==> src/rtl/ham_decoder.sv <==
// ham_decoder: two-stage Hamming(7,4) single-error-correcting decoder.
// Stage 1 registers the received codeword and its syndrome. Stage 2 holds the
// corrected data word and status in the output registers.
// Codeword bit i is Hamming position i+1 (bit0=p1, bit1=p2, bit2=d0, bit3=p4,
// bit4=d1, bit5=d2, bit6=d3).
// Double-bit errors are not detected: they alias to a single-bit syndrome and
// are miscorrected.
// Optional build macro HAM_ERR_CNT_EN adds a saturating corrected-error
// counter (err_count, CNT_W bits) with a synchronous clear input (err_clr).
module ham_decoder #(
  parameter int CNT_W = 16
) (
  input  logic             clk,
  input  logic             rst_n,
  input  logic             in_valid,
  output logic             in_ready,
  input  logic [6:0]       in_code,
  output logic             out_valid,
  input  logic             out_ready,
  output logic [3:0]       out_data,
  output logic [2:0]       out_syndrome,
  output logic             out_err
`ifdef HAM_ERR_CNT_EN
  ,
  output logic [CNT_W-1:0] err_count,
  input  logic             err_clr
`endif
);

  if (CNT_W < 1) begin : g_bad_cnt_w
    $error("ham_decoder: CNT_W must be at least 1");
  end

  logic       s1_valid;
  logic [6:0] s1_code;
  logic [2:0] s1_syn;
  logic       s2_adv;
  logic       s1_adv;
  logic [6:0] fix_mask;
  logic [6:0] corrected;

  // The output stage can take a new word when it is empty or is being drained
  // this cycle. Stage 1 can take a new word when it is empty or is moving on.
  assign s2_adv   = !out_valid || out_ready;
  assign s1_adv   = s1_valid && s2_adv;
  assign in_ready = !s1_valid || s1_adv;

  // Stage 1: capture the codeword and its syndrome {s4,s2,s1} on an accept.
  // A load in the same cycle as a transfer out leaves the new word held here.
  always_ff @(posedge clk or negedge rst_n) begin
    if (!rst_n) begin
      s1_valid <= 1'b0;
      s1_code  <= '0;
      s1_syn   <= '0;
    end else if (in_valid && in_ready) begin
      s1_valid <= 1'b1;
      s1_code  <= in_code;
      s1_syn   <= {in_code[3] ^ in_code[4] ^ in_code[5] ^ in_code[6],
                   in_code[1] ^ in_code[2] ^ in_code[5] ^ in_code[6],
                   in_code[0] ^ in_code[2] ^ in_code[4] ^ in_code[6]};
    end else if (s1_adv) begin
      s1_valid <= 1'b0;
    end
  end

  // A nonzero syndrome names the 1-based position of the bit to flip back.
  always_comb begin
    fix_mask = '0;
    if (s1_syn != 3'd0) begin
      fix_mask = 7'd1 << (s1_syn - 3'd1);
    end
    corrected = s1_code ^ fix_mask;
  end

  // Stage 2: load the corrected word and status when stage 1 advances, and
  // drop out_valid once the held word is taken with nothing behind it.
  always_ff @(posedge clk or negedge rst_n) begin
    if (!rst_n) begin
      out_valid    <= 1'b0;
      out_data     <= '0;
      out_syndrome <= '0;
      out_err      <= 1'b0;
    end else if (s1_adv) begin
      out_valid    <= 1'b1;
      out_data     <= {corrected[6], corrected[5], corrected[4], corrected[2]};
      out_syndrome <= s1_syn;
      out_err      <= (s1_syn != 3'd0);
    end else if (out_valid && out_ready) begin
      out_valid    <= 1'b0;
    end
  end

`ifdef HAM_ERR_CNT_EN
  // Count corrected words as they leave; saturate at all-ones, and let a
  // clear take priority over a same-cycle increment.
  always_ff @(posedge clk or negedge rst_n) begin
    if (!rst_n) begin
      err_count <= '0;
    end else if (err_clr) begin
      err_count <= '0;
    end else if (out_valid && out_ready && out_err && (err_count != '1)) begin
      err_count <= err_count + CNT_W'(1);
    end
  end
`endif

endmodule

==> config.mk <==
export PLATFORM = sky130hd
export DESIGN_NAME = ham_decoder
export DESIGN_NICKNAME = d
export VERILOG_FILES = /design/src/rtl/ham_decoder.sv
export SDC_FILE = /design/constraint.sdc
export NUM_CORES = 1
export LEC_CHECK = 0
export ABC_AREA = 1
export BUFFER_PORTS_ARGS = -buffer_cell sky130_fd_sc_hd__buf_2
export CAP_MARGIN = 5
export CORE_UTILIZATION = 45
export DETAILED_ROUTE_END_ITERATION = 16
export GPL_TIMING_DRIVEN = 0
export PLACE_DENSITY = 0.65
export SETUP_SLACK_MARGIN = 0.5
export SYNTH_ARGS = -nofsm -noshare
export SYNTH_HDL_FRONTEND = slang
export SYNTH_SLANG_ARGS = --single-unit
==> constraint.sdc <==
create_clock -name clk -period 1.3 [get_ports clk]
set_clock_uncertainty 0.15 [all_clocks]
set_input_delay 0.26 -clock clk [delete_from_list [all_inputs] [get_ports clk]]
set_output_delay 0.26 -clock clk [all_outputs]
set_load 0.02 [all_outputs]
==> summary.json, run 1 <==
{
  "detail_route.wl_per_cell": {"value": 9.63, "unit": "microns"},
  "flow.area_growth_from_synthesis": {"value": 34.6, "unit": "%"},
  "synth.mux.area_fraction": {"value": 0},
  "detail_route.wirelength": {"value": 1790, "unit": "microns"},
  "synth.net_count": {"value": 140},
  "total_power": {"value": 1.85, "unit": "mW"},
  "finish.net_count": {"value": 171},
  "run_status": {"value": "complete, but fails checks"},
  "violations_in_the_final_reports": {"value": "hold timing, setup timing"},
  "worst-setup-path-type": {"value": "reg -> out"},
  "ant_nets": {"value": 0},
  "dp.final_hpwl": {"value": 1310, "unit": "microns"},
  "worst_slack": {"value": -0.0632, "unit": "ns"},
  "worst-slew-pin-transition": {"value": 0.362, "unit": "ns"},
  "ctsHtreeMaxLevel": {"value": 1},
  "synthesized_cell_area": {"value": 972, "unit": "sq um"},
  "die-area": {"value": 0.00235, "unit": "sq mm"},
  "timing.slew.headroom": {"value": 0.758},
  "ctsLongestPathBuffers": {"value": 2},
  "worst_ir_drop_vdd": {"value": 0.665, "unit": "mV"},
  "timing.critical_path.from_type": {"value": "flop"},
  "totalNegativeSetupSlack": {"value": -0.155, "unit": "ns"},
  "drt-vias-per-instance": {"value": 4.73},
  "io_buffers": {"value": 20},
  "power_density": {"value": 1410, "unit": "mW/mm^2"},
  "pre_cts_ws": {"value": 0.123, "unit": "ns"},
  "drt_iter0_drc": {"value": 10},
  "cts.sink_count": {"value": 17},
  "pin_count_of_the_biggest_net_entering_global_routing": {"value": 18},
  "finish.cell_count_without_fillers": {"value": 186},
  "number_of_flip_flops_and_latches_in_the_synthesized_netlist": {"value": 17},
  "maxClockFrequency": {"value": 734, "unit": "MHz"},
  "io-pin-count": {"value": 21},
  "layout-drive-gt1-share": {"value": 0.390},
  "placementRows": {"value": 16},
  "path_cells": {"value": "nand3_4 -> buf_6"},
  "critical_path_peak_fanout": {"value": 2},
  "setup_violations": {"value": 8},
  "postSynthCellCount": {"value": 129},
  "drv_cap": {"value": 0},
  "final_min_period_over_clock_period": {"value": 1.05},
  "hold_slack": {"value": -0.289, "unit": "ns"},
  "hold_viol_final": {"value": 17},
  "design.core.area": {"value": 0.00200, "unit": "sq mm"},
  "grt_antenna_before_repair": {"value": 0},
  "horiz_die_dim": {"value": 48.5, "unit": "microns"},
  "critical_path.reg2reg.startpoint": {"value": "s1_valid"},
  "netlist-cell-type-count": {"value": 16},
  "grt_setup_unrepaired": {"value": "yes"},
  "synth_top_family_by_area": {"value": "simple AND/OR/NAND/NOR gates"},
  "final_period_minus_worst_setup_slack": {"value": 1.36, "unit": "ns"},
  "synth_fa_ha_area_frac": {"value": 0},
  "slew_viol_final": {"value": 0},
  "vias": {"value": 880},
  "gpl.final_weighted_congestion": {"value": 0.698},
  "final_area": {"value": 0.00131, "unit": "sq mm"},
  "synth-compound-area-share": {"value": 0.0785},
  "worstSkewPairLatency": {"value": 0.29, "unit": "ns"},
  "via_count_of_the_first_global_routing_pass": {"value": 754},
  "cts_tree": {"value": "yes"},
  "grt_overflow": {"value": 0},
  "tritoncts.num_buffers": {"value": 3},
  "clk_pin_slew": {"value": 0.11, "unit": "ns"},
  "hold_path_class": {"value": "in -> async"},
  "grt_use_total": {"value": 0.169},
  "detailed_route_drc_error_count": {"value": 0},
  "timing.critical_path.slowest_cell_delay": {"value": 0.43, "unit": "ns"},
  "chipHeight": {"value": 48.5, "unit": "microns"},
  "starting_density_of_the_core": {"value": 0.486},
  "grt_pass1_wl": {"value": 3020, "unit": "microns"},
  "post_synth_and_or_nand_nor_area_fraction": {"value": 0.359},
  "place_area": {"value": 0.00113, "unit": "sq mm"},
  "critical-path-slowest-cell": {"value": "sky130_fd_sc_hd__dfrtp_1"},
  "root_buffer": {"value": "sky130_fd_sc_hd__clkbuf_4"},
  "worst_setup_path_end_kind": {"value": "output port"},
  "crit_path_arrival_time": {"value": 0.95, "unit": "ns"},
  "post-route-util": {"value": 0.654},
  "insertedDiodeCount": {"value": 0},
  "yosys.area_share.xor_xnor": {"value": 0},
  "detailedRoute.firstPassIterationCount": {"value": 4},
  "yosysWarnings": {"value": 0},
  "startpoint": {"value": "s1_valid"},
  "critical_path_required": {"value": 0.89, "unit": "ns"},
  "synth_area_per_cell": {"value": 7.54, "unit": "sq um"},
  "yosysSeqAreaShare": {"value": 0.438},
  "p_leak": {"value": 0.698, "unit": "nW"},
  "numPlacedInstances": {"value": 176}
}
-- metal layers --
metal	global-route usage	vias up	routed length (microns)
met5	0	-	0
li1	-	460	-
met2	0.296	17	986
met4	0.118	0	21
met3	0.0220	2	51
met1	0.190	401	732
-- synth_stat cells --
cell / count / area share
sky130_fd_sc_hd__buf_6: 4 / 0.046
sky130_fd_sc_hd__a21oi_2: 1 / 0.0090
sky130_fd_sc_hd__nand4_1: 4 / 0.026
sky130_fd_sc_hd__inv_2: 1 / 0.0039
sky130_fd_sc_hd__nand3_1: 8 / 0.041
sky130_fd_sc_hd__buf_12: 1 / 0.021
sky130_fd_sc_hd__o21ai_2: 4 / 0.036
sky130_fd_sc_hd__nand2_4: 1 / 0.012
sky130_fd_sc_hd__nor2_4: 1 / 0.012
sky130_fd_sc_hd__inv_1: 14 / 0.054
sky130_fd_sc_hd__dfrtp_1: 17 / 0.44
sky130_fd_sc_hd__nand3_2: 1 / 0.010
sky130_fd_sc_hd__o21ai_1: 2 / 0.010
sky130_fd_sc_hd__nand2_1: 61 / 0.24
sky130_fd_sc_hd__o21bai_1: 3 / 0.023
sky130_fd_sc_hd__nor2_1: 6 / 0.023
-- flip-flops by register name (all words and copies together), names as in the netlist --
signal	flops
out_data	4
s1_code	4
out_syndrome	3
s1_syn	3
out_err	1
out_valid	1
s1_valid	1
-- report_power, final --
group	switching [mW]	leakage [nW]	internal, mW
sequential	0.0951	0.193	0.672
combinational	0.409	0.487	0.390
clock	0.169	0.0177	0.114
-- cell families (layout without fill, tap and decap cells) --
family,count (synthesis),after routing
DFF,17,17
buffers and inverters,20,50
and+or+nand+nor,82,82
AOI/OAI and AO/OA,10,10
-- cells in the final DEF (no fill, tap or decap), types with 4 or more instances in the layout --
cell type	netlist	routed
sky130_fd_sc_hd__nand2_1	61	55
sky130_fd_sc_hd__buf_6	4	14
sky130_fd_sc_hd__inv_1	14	12
sky130_fd_sc_hd__buf_2	0	11
sky130_fd_sc_hd__dfrtp_2	0	9
sky130_fd_sc_hd__dfrtp_1	17	8
sky130_fd_sc_hd__nand3_1	8	7
sky130_fd_sc_hd__nor2_1	6	6
sky130_fd_sc_hd__nand2_2	0	5
sky130_fd_sc_hd__o21ai_2	4	4
sky130_fd_sc_hd__nand4_1	4	4
sky130_fd_sc_hd__buf_4	0	4
-- path summary, 6_finish.rpt --
kind,slack (ns),to,depth (start not counted)
worst max-delay path,-0.06,in_ready,2
worst min-delay path,-0.29,out_valid,1
worst max register to register,-0.02,s1_code[4],6
worst min register to register,0.36,out_data[0],2
max in group asynchronous,0.99,out_err,1
min in group clk,0.13,s1_code[2],3
-- critical path: cells and delay by family, from the launching register on --
kind	cells	cell delay, ns
flip-flops	1	0.43
buffers and inverters	1	0.14
AND/OR/NAND/NOR	1	0.10
-- layout make-up --
type	count	area, sq um
plain buffers	5	65.1
clock buffers	3	22.5
clock inverters	1	5.00
fillers	184	693
inverters	15	56.3
multi-input cells	92	467
flip-flops and latches	17	437
well taps	27	33.8
repair buffers	26	223
-- repair_timing --
action                                  4_1_cts  5_1_grt
resized for setup                            19        9
setup buffers                                 2        3
endpoints found under the setup margin       27       27
gates cloned                                  0        1
hold endpoints to repair                     17       17
(Power assumes the default switching activity.)
==> run 2: changes to the inputs <==
--- a/config.mk
+++ b/config.mk
@@ -5,13 +5,13 @@
 export SDC_FILE = /design/constraint.sdc
 export NUM_CORES = 1
 export LEC_CHECK = 0
-export ABC_AREA = 1
+export ABC_AREA = 0
 export BUFFER_PORTS_ARGS = -buffer_cell sky130_fd_sc_hd__buf_2
 export CAP_MARGIN = 5
 export CORE_UTILIZATION = 45
 export DETAILED_ROUTE_END_ITERATION = 16
 export GPL_TIMING_DRIVEN = 0
-export PLACE_DENSITY = 0.65
+export PLACE_DENSITY = 0.67
 export SETUP_SLACK_MARGIN = 0.5
 export SYNTH_ARGS = -nofsm -noshare
 export SYNTH_HDL_FRONTEND = slang
==> summary.json, run 2 <==
{
  "detail_route.wl_per_cell": {"value": 15.1, "unit": "microns", "change": "+57%"},
  "die-area": {"value": 0.00189, "unit": "sq mm", "change": "-19%"},
  "worst-setup-path-type": {"value": "reg -> out"},
  "numPlacedInstances": {"value": 92, "change": "-48%"},
  "yosysWarnings": {"value": 0, "change": "unchanged"},
  "crit_path_arrival_time": {"value": 1.02, "unit": "ns", "change": "+0.07 ns"},
  "insertedDiodeCount": {"value": 0, "change": "unchanged"},
  "layout-drive-gt1-share": {"value": 0.663, "change": "+0.273"},
  "p_leak": {"value": 0.553, "unit": "nW", "change": "-21%"},
  "vias": {"value": 559, "change": "-36%"},
  "finish.net_count": {"value": 107, "change": "-37%"},
  "post-route-util": {"value": 0.769, "change": "+0.115"},
  "root_buffer": {"value": "sky130_fd_sc_hd__clkbuf_4"},
  "cts.sink_count": {"value": 17, "change": "unchanged"},
  "total_power": {"value": 2.08, "unit": "mW", "change": "+13%"},
  "hold_path_class": {"value": "in -> async"},
  "detailedRoute.firstPassIterationCount": {"value": 10, "change": "+6"},
  "primary_flip_flop_cell_chosen_by_synthesis_mapping": {"value": "sky130_fd_sc_hd__dfrtp_1"},
  "horiz_die_dim": {"value": 43.5, "unit": "microns", "change": "-10%"},
  "cts_tree": {"value": "yes"},
  "starting_density_of_the_core": {"value": 0.498, "change": "+0.0120"},
  "detailed_route_drc_error_count": {"value": 3, "change": "+3"},
  "final_period_minus_worst_setup_slack": {"value": 1.43, "unit": "ns", "change": "+0.0632 ns"},
  "drt-vias-per-instance": {"value": 5.04, "change": "+6.4%"},
  "startpoint": {"value": "out_valid"},
  "slew_viol_final": {"value": 0, "change": "unchanged"},
  "tritoncts.num_buffers": {"value": 3, "change": "unchanged"},
  "number_of_flip_flops_and_latches_in_the_synthesized_netlist": {"value": 17, "change": "unchanged"},
  "io-pin-count": {"value": 21, "change": "unchanged"},
  "drt_iter0_drc": {"value": 9, "change": "-1"},
  "design.core.area": {"value": 0.00156, "unit": "sq mm", "change": "-22%"},
  "finish.cell_count_without_fillers": {"value": 111, "change": "-40%"},
  "io_buffers": {"value": 20, "change": "unchanged"},
  "maxClockFrequency": {"value": 701, "unit": "MHz", "change": "-4.4%"},
  "dp.final_hpwl": {"value": 994, "unit": "microns", "change": "-24%"},
  "yosysTopAreaCellShare": {"value": 0.548, "change": "+0.111"},
  "clk_pin_slew": {"value": 0.09, "unit": "ns", "change": "-0.02 ns"},
  "final_area": {"value": 0.00120, "unit": "sq mm", "change": "-8.4%"},
  "final_min_period_over_clock_period": {"value": 1.10, "change": "+0.0486"},
  "run_status": {"value": "complete, but fails checks"},
  "via_count_of_the_first_global_routing_pass": {"value": 539, "change": "-29%"},
  "cp_top_family": {"value": "flip-flops"},
  "chipHeight": {"value": 43.5, "unit": "microns", "change": "-10%"},
  "grt_use_total": {"value": 0.180, "change": "+0.0108"},
  "place_area": {"value": 932, "unit": "sq um", "change": "-17%"},
  "worst_slack": {"value": -0.126, "unit": "ns", "change": "-0.0632 ns"},
  "timing.critical_path.slowest_cell_delay": {"value": 0.43, "unit": "ns", "change": "about the same"},
  "synth_commonest_cells": {"value": "sky130_fd_sc_hd__dfrtp_1, sky130_fd_sc_hd__mux2_2, sky130_fd_sc_hd__xnor2_1"},
  "postSynthCellCount": {"value": 56, "change": "-57%"},
  "critical_path_peak_fanout": {"value": 3, "change": "+1"},
  "worstSkewPairLatency": {"value": 0.28, "unit": "ns", "change": "about the same"},
  "detail_route.wirelength": {"value": 1670, "unit": "microns", "change": "-6.5%"},
  "final_common_cell": {"value": "sky130_fd_sc_hd__buf_6"},
  "drv_cap": {"value": 0, "change": "unchanged"},
  "flow.area_growth_from_synthesis": {"value": 54.5, "unit": "%"},
  "most-common-layout-cells": {"value": "sky130_fd_sc_hd__buf_6, sky130_fd_sc_hd__dfrtp_1, sky130_fd_sc_hd__buf_4"},
  "pre_cts_ws": {"value": -0.0734, "unit": "ns", "change": "-0.197 ns"},
  "placementRows": {"value": 14, "change": "-2"},
  "hold_viol_final": {"value": 17, "change": "unchanged"},
  "synthesized_cell_area": {"value": 776, "unit": "sq um", "change": "-20%"},
  "synth_area_per_cell": {"value": 13.9, "unit": "sq um", "change": "+84%"},
  "critical_path.reg2reg.startpoint": {"value": "out_valid"},
  "gpl.final_weighted_congestion": {"value": 0.659, "change": "-5.5%"},
  "totalNegativeSetupSlack": {"value": -1.12, "unit": "ns", "change": "-0.967 ns"},
  "largestRegisters": {"value": "out_data: 4 flops, s1_code: 4 flops"},
  "synth.net_count": {"value": 67, "change": "-52%"},
  "grt_overflow": {"value": 0, "change": "unchanged"},
  "ctsHtreeMaxLevel": {"value": 1, "change": "unchanged"},
  "netlist-cell-type-count": {"value": 13, "change": "-3"},
  "grt_antenna_before_repair": {"value": 0, "change": "unchanged"},
  "synthTopCellsByArea": {"value": "sky130_fd_sc_hd__dfrtp_1, sky130_fd_sc_hd__mux2_2, sky130_fd_sc_hd__xnor2_1"},
  "grt_pass1_wl": {"value": 2370, "unit": "microns", "change": "-21%"},
  "asyncSetResetFlopFracSynth": {"value": 1.00, "change": "unchanged"},
  "worst_ir_drop_vdd": {"value": 0.938, "unit": "mV", "change": "+41%"},
  "hold_slack": {"value": -0.270, "unit": "ns", "change": "+0.0185 ns"},
  "worst_setup_path_end_kind": {"value": "output port"},
  "power_density": {"value": 1740, "unit": "mW/mm^2", "change": "+23%"},
  "timing.critical_path.from_type": {"value": "flop"},
  "path_cells": {"value": "nand3b_1 -> buf_6"},
  "yosysSeqAreaShare": {"value": 0.548, "change": "+0.111"},
  "post-synth-top-count-cell": {"value": "sky130_fd_sc_hd__dfrtp_1"},
  "pin_count_of_the_biggest_net_entering_global_routing": {"value": 18, "change": "unchanged"},
  "worst-slew-pin-transition": {"value": 0.373, "unit": "ns", "change": "+0.0106 ns"},
  "violations_in_the_final_reports": {"value": "DRC, hold timing, setup timing"},
  "post-synth-top-area-cell": {"value": "sky130_fd_sc_hd__dfrtp_1"},
  "cp.buffers_inverters": {"value": 1, "change": "unchanged"},
  "timing.slew.headroom": {"value": 0.751, "change": "-0.00709"},
  "critical_path_required": {"value": 0.89, "unit": "ns", "change": "about the same"},
  "ant_nets": {"value": 0, "change": "unchanged"},
  "ctsLongestPathBuffers": {"value": 2, "change": "unchanged"},
  "grt_setup_unrepaired": {"value": "yes"},
  "critical-path-slowest-cell": {"value": "sky130_fd_sc_hd__dfrtp_2"},
  "setup_violations": {"value": 16, "change": "+8"},
  "synth_enable_flop_cells": {"value": 0, "change": "unchanged"}
}
run 2: final timing paths:
kind | end | slack [ns] | cells past startpoint
hold / removal | out_syndrome[0] | -0.27 | 1
min in group clk | s1_valid | 0.10 | 2
max in group asynchronous | out_valid | 0.97 | 1
setup / recovery | in_ready | -0.13 | 2
hold reg to reg | out_syndrome[2] | 0.38 | 1
setup reg to reg | s1_syn[1] | -0.11 | 4
run 2: area by class of cell:
cell class | instances | area [sq um]
clock buffer | 4 | 26.3
fill | 105 | 360
timing repair buffer | 35 | 287
sequential | 17 | 432
tap | 16 | 20.0
multi-input combinational | 39 | 434
run 2: routing by layer:
metal	part of all wire	GRT usage	wire length, microns	up-vias
li1	-	-	-	270
met5	0	0	0	-
met3	0.029	0.0250	48	2
met1	0.41	0.230	686	268
met2	0.55	0.288	924	19
met4	0.0090	0.113	15	0
run 2: cell families after synthesis:
logic type	after synthesis	synth area share
and+or+nand+nor	11	0.0887
xor gates and xnor gates	12	0.145
AOI/OAI and AO/OA	2	0.0145
muxes	14	0.203
DFF	17	0.548
run 2: what timing repair did:
action,in CTS,in global routing
pin swaps,2,2
endpoints found under the setup margin,27,27
hold endpoints to repair,17,17
setup buffers,9,6
gates resized for setup,26,8
run 2: power by group:
group / switching [mW] / internal [mW] / leakage, nW / total, mW
registers: 0.140 / 0.694 / 0.190 / 0.834
logic: 0.378 / 0.602 / 0.348 / 0.980
clock network: 0.151 / 0.119 / 0.0150 / 0.270
total: 0.670 / 1.41 / 0.553 / 2.08
==> run 3: changes to the inputs <==
==> constraint.sdc (replaced) <==
create_clock -name clk -period 1.5 [get_ports clk]
set_clock_uncertainty 0.15 [all_clocks]
set_input_delay 0.3 -clock clk [delete_from_list [all_inputs] [get_ports clk]]
set_output_delay 0.3 -clock clk [all_outputs]
set_load 0.02 [all_outputs]
==> summary.json, run 3 (synthesis gave the netlist of run 2 again) <==
{
  "grt_use_total": {"value": 0.170, "change": "-0.00955"},
  "worst_setup_path_end_kind": {"value": "flop"},
  "largestRegisters": {"value": "out_data: 4 flops, s1_code: 4 flops"},
  "tritoncts.num_buffers": {"value": 3, "change": "unchanged"},
  "cts_tree": {"value": "yes"},
  "worstSkewPairLatency": {"value": 0.28, "unit": "ns", "change": "about the same"},
  "detailedRoute.firstPassIterationCount": {"value": 10, "change": "unchanged"},
  "most-common-layout-cells": {"value": "sky130_fd_sc_hd__dfrtp_1, sky130_fd_sc_hd__buf_6, sky130_fd_sc_hd__xnor2_1, sky130_fd_sc_hd__buf_2"},
  "power_density": {"value": 1490, "unit": "mW/mm^2", "change": "-14%"},
  "grt_antenna_before_repair": {"value": 0, "change": "unchanged"},
  "hold_path_class": {"value": "in -> reg"},
  "ant_nets": {"value": 0, "change": "unchanged"},
  "detail_route.wirelength": {"value": 1520, "unit": "microns", "change": "-9.1%"},
  "finish.cell_count_without_fillers": {"value": 106, "change": "-4.5%"},
  "detail_route.wl_per_cell": {"value": 14.3, "unit": "microns", "change": "-4.9%"},
  "critical-path-slowest-cell": {"value": "sky130_fd_sc_hd__dfrtp_2"},
  "finish.net_count": {"value": 102, "change": "-4.7%"},
  "grt_setup_unrepaired": {"value": "yes"},
  "root_buffer": {"value": "sky130_fd_sc_hd__clkbuf_4"},
  "maxClockFrequency": {"value": 698, "unit": "MHz"},
  "violations_in_the_final_reports": {"value": "DRC"},
  "drt-vias-per-instance": {"value": 5.05, "change": "+0.22%"},
  "drt_iter0_drc": {"value": 8, "change": "-1"},
  "starting_density_of_the_core": {"value": 0.498, "change": "unchanged"},
  "regArea": {"value": 430, "unit": "sq um", "change": "-0.29%"},
  "final_min_period_over_clock_period": {"value": 0.955},
  "gpl.final_weighted_congestion": {"value": 0.677, "change": "+2.8%"},
  "crit_path_arrival_time": {"value": 1.46, "unit": "ns", "change": "+0.44 ns"},
  "final_period_minus_worst_setup_slack": {"value": 1.43, "unit": "ns"},
  "worst-setup-path-type": {"value": "reg -> reg"},
  "critical_path_peak_fanout": {"value": 7, "change": "+4"},
  "critical_path_required": {"value": 1.53, "unit": "ns", "change": "+0.64 ns"},
  "multiInputGateArea": {"value": 419, "unit": "sq um", "change": "-3.5%"},
  "clk_pin_slew": {"value": 0.10, "unit": "ns", "change": "about the same"},
  "setup_violations": {"value": 0, "change": "-16"},
  "final.fill_count": {"value": 110, "change": "+4.8%"},
  "detailed_route_drc_error_count": {"value": 2, "change": "-1"},
  "worst_ir_drop_vdd": {"value": 0.630, "unit": "mV", "change": "-33%"},
  "ctsLongestPathBuffers": {"value": 2, "change": "unchanged"},
  "hold_path_depth": {"value": 2},
  "die-area": {"value": 0.00189, "unit": "sq mm", "change": "unchanged"},
  "dp.final_hpwl": {"value": 998, "unit": "microns", "change": "+0.36%"},
  "grt_overflow": {"value": 0, "change": "unchanged"},
  "worst-slew-pin-transition": {"value": 0.377, "unit": "ns", "change": "+0.00354 ns"},
  "numPlacedInstances": {"value": 92, "change": "unchanged"},
  "io_buffers": {"value": 20, "change": "unchanged"},
  "hold_viol_final": {"value": 0, "change": "-17"},
  "timing.critical_path.slowest_cell_delay": {"value": 0.38, "unit": "ns", "change": "-0.05 ns"},
  "drv_cap": {"value": 0, "change": "unchanged"},
  "vias": {"value": 535, "change": "-4.3%"},
  "totalNegativeSetupSlack": {"value": 0, "unit": "ns", "change": "+1.12 ns"},
  "p_leak": {"value": 0.516, "unit": "nW", "change": "-6.7%"},
  "placementRows": {"value": 14, "change": "unchanged"},
  "design.core.area": {"value": 0.00156, "unit": "sq mm", "change": "unchanged"},
  "io-pin-count": {"value": 21, "change": "unchanged"},
  "cts.sink_count": {"value": 17, "change": "unchanged"},
  "layout-drive-gt1-share": {"value": 0.622, "change": "-0.0409"},
  "slew_viol_final": {"value": 0, "change": "unchanged"},
  "insertedDiodeCount": {"value": 0, "change": "unchanged"},
  "path_cells": {"value": "nand3b_1 -> buf_4 -> buf_6 -> nand2_8 -> mux2_4"},
  "ctsHtreeMaxLevel": {"value": 1, "change": "unchanged"},
  "horiz_die_dim": {"value": 43.5, "unit": "microns", "change": "unchanged"},
  "flow.area_growth_from_synthesis": {"value": 48.1, "unit": "%"},
  "via_count_of_the_first_global_routing_pass": {"value": 501, "change": "-7.1%"},
  "run_status": {"value": "complete, but fails checks"},
  "timing.critical_path.from_type": {"value": "flop"},
  "chipHeight": {"value": 43.5, "unit": "microns", "change": "unchanged"},
  "rr_worst_depth": {"value": 5, "change": "+1"},
  "timing.slew.headroom": {"value": 0.749, "change": "-0.00236"},
  "pin_count_of_the_biggest_net_entering_global_routing": {"value": 18, "change": "unchanged"},
  "grt_pass1_wl": {"value": 2280, "unit": "microns", "change": "-4.0%"}
}
[run 3: cell types whose count changed in the layout (fill, tap and decap cells not counted)]
cell,previous run,this run
sky130_fd_sc_hd__buf_4,12,6
sky130_fd_sc_hd__mux2_2,5,7
sky130_fd_sc_hd__mux2_4,9,7
sky130_fd_sc_hd__clkbuf_1,1,0
sky130_fd_sc_hd__clkinv_2,0,1
sky130_fd_sc_hd__dfrtp_1,12,13
sky130_fd_sc_hd__dfrtp_2,5,4
sky130_fd_sc_hd__dlygate4sd3_1,0,1
sky130_fd_sc_hd__nand2b_1,1,2
sky130_fd_sc_hd__nand2b_4,2,1
[run 3: layer usage]
metal,vias to the layer above,track usage,routed length [microns]
li1,261,-,-
met4,0,0.0563,0
met1,259,0.228,658
met3,0,0.0375,42
met5,-,0,0
met2,15,0.276,819
[run 3: worst max-delay path: cells and delay by family, from the launching register on]
| kind | cells | cell delay, ns |
|---|---|---|
| AND/OR/NAND/NOR | 2 | 0.21 |
| buffers and inverters | 2 | 0.28 |
| multiplexers | 1 | 0.30 |
| flip-flops | 1 | 0.38 |
[run 3: final cells by class]
| cell class | instances | share of cell area |
|---|---|---|
| flip-flops and latches | 17 | 0.375 |
| clock buffers | 3 | 0.0196 |
| well taps | 16 | 0.0174 |
| clock inverters | 1 | 0.00436 |
| multi-input cells | 39 | 0.365 |
| repair buffers | 30 | 0.219 |
[run 3: power by group]
part / leakage (nW) / internal, mW / total, mW / switching, mW
registers: 0.191 / 0.600 / 0.723 / 0.123
logic: 0.308 / 0.439 / 0.740 / 0.300
clock network: 0.0177 / 0.0989 / 0.248 / 0.149
[run 3: worst paths after layout]
path                             start              end  slack [ns]
max                          out_valid        s1_syn[1]        0.07
min                           in_valid         s1_valid        0.13
max reg2reg                  out_valid        s1_syn[1]        0.07
min reg2reg                out_data[3]      out_data[3]        0.39
max in group asynchronous        rst_n        s1_syn[1]        0.60
min in group asynchronous        rst_n  out_syndrome[0]        0.31
[run 3: per-stage QoR]
| stage | hold WS (ns) | setup WS, ns | total power, mW | util | instance area [sq um] |
|---|---|---|---|---|---|
| 2_1_floorplan | -0.146 | 0.00454 | 1.06 | - | 811 |
| 3_3_place_gp | 0.0818 | 0.115 | 1.22 | 0.597 | 931 |
| 3_5_place_dp | 0.0919 | 0.0842 | 1.24 | 0.597 | 931 |
| 4_1_cts | 0.130 | 0.0803 | 1.67 | 0.695 | 1080 |
| 5_1_grt | 0.128 | 0.0350 | 1.80 | 0.737 | 1150 |
| 6_report | 0.134 | 0.0672 | 1.71 | 0.737 | 1150 |
[run 3: repair_timing]
item                                   CTS  global route
resized for setup                       23             9
endpoints found under the hold margin   17             0
hold buffers                             1             0
setup endpoints to repair               25            27
setup buffers                            5             4
pin swaps                                1             2
gates cloned                             0             0
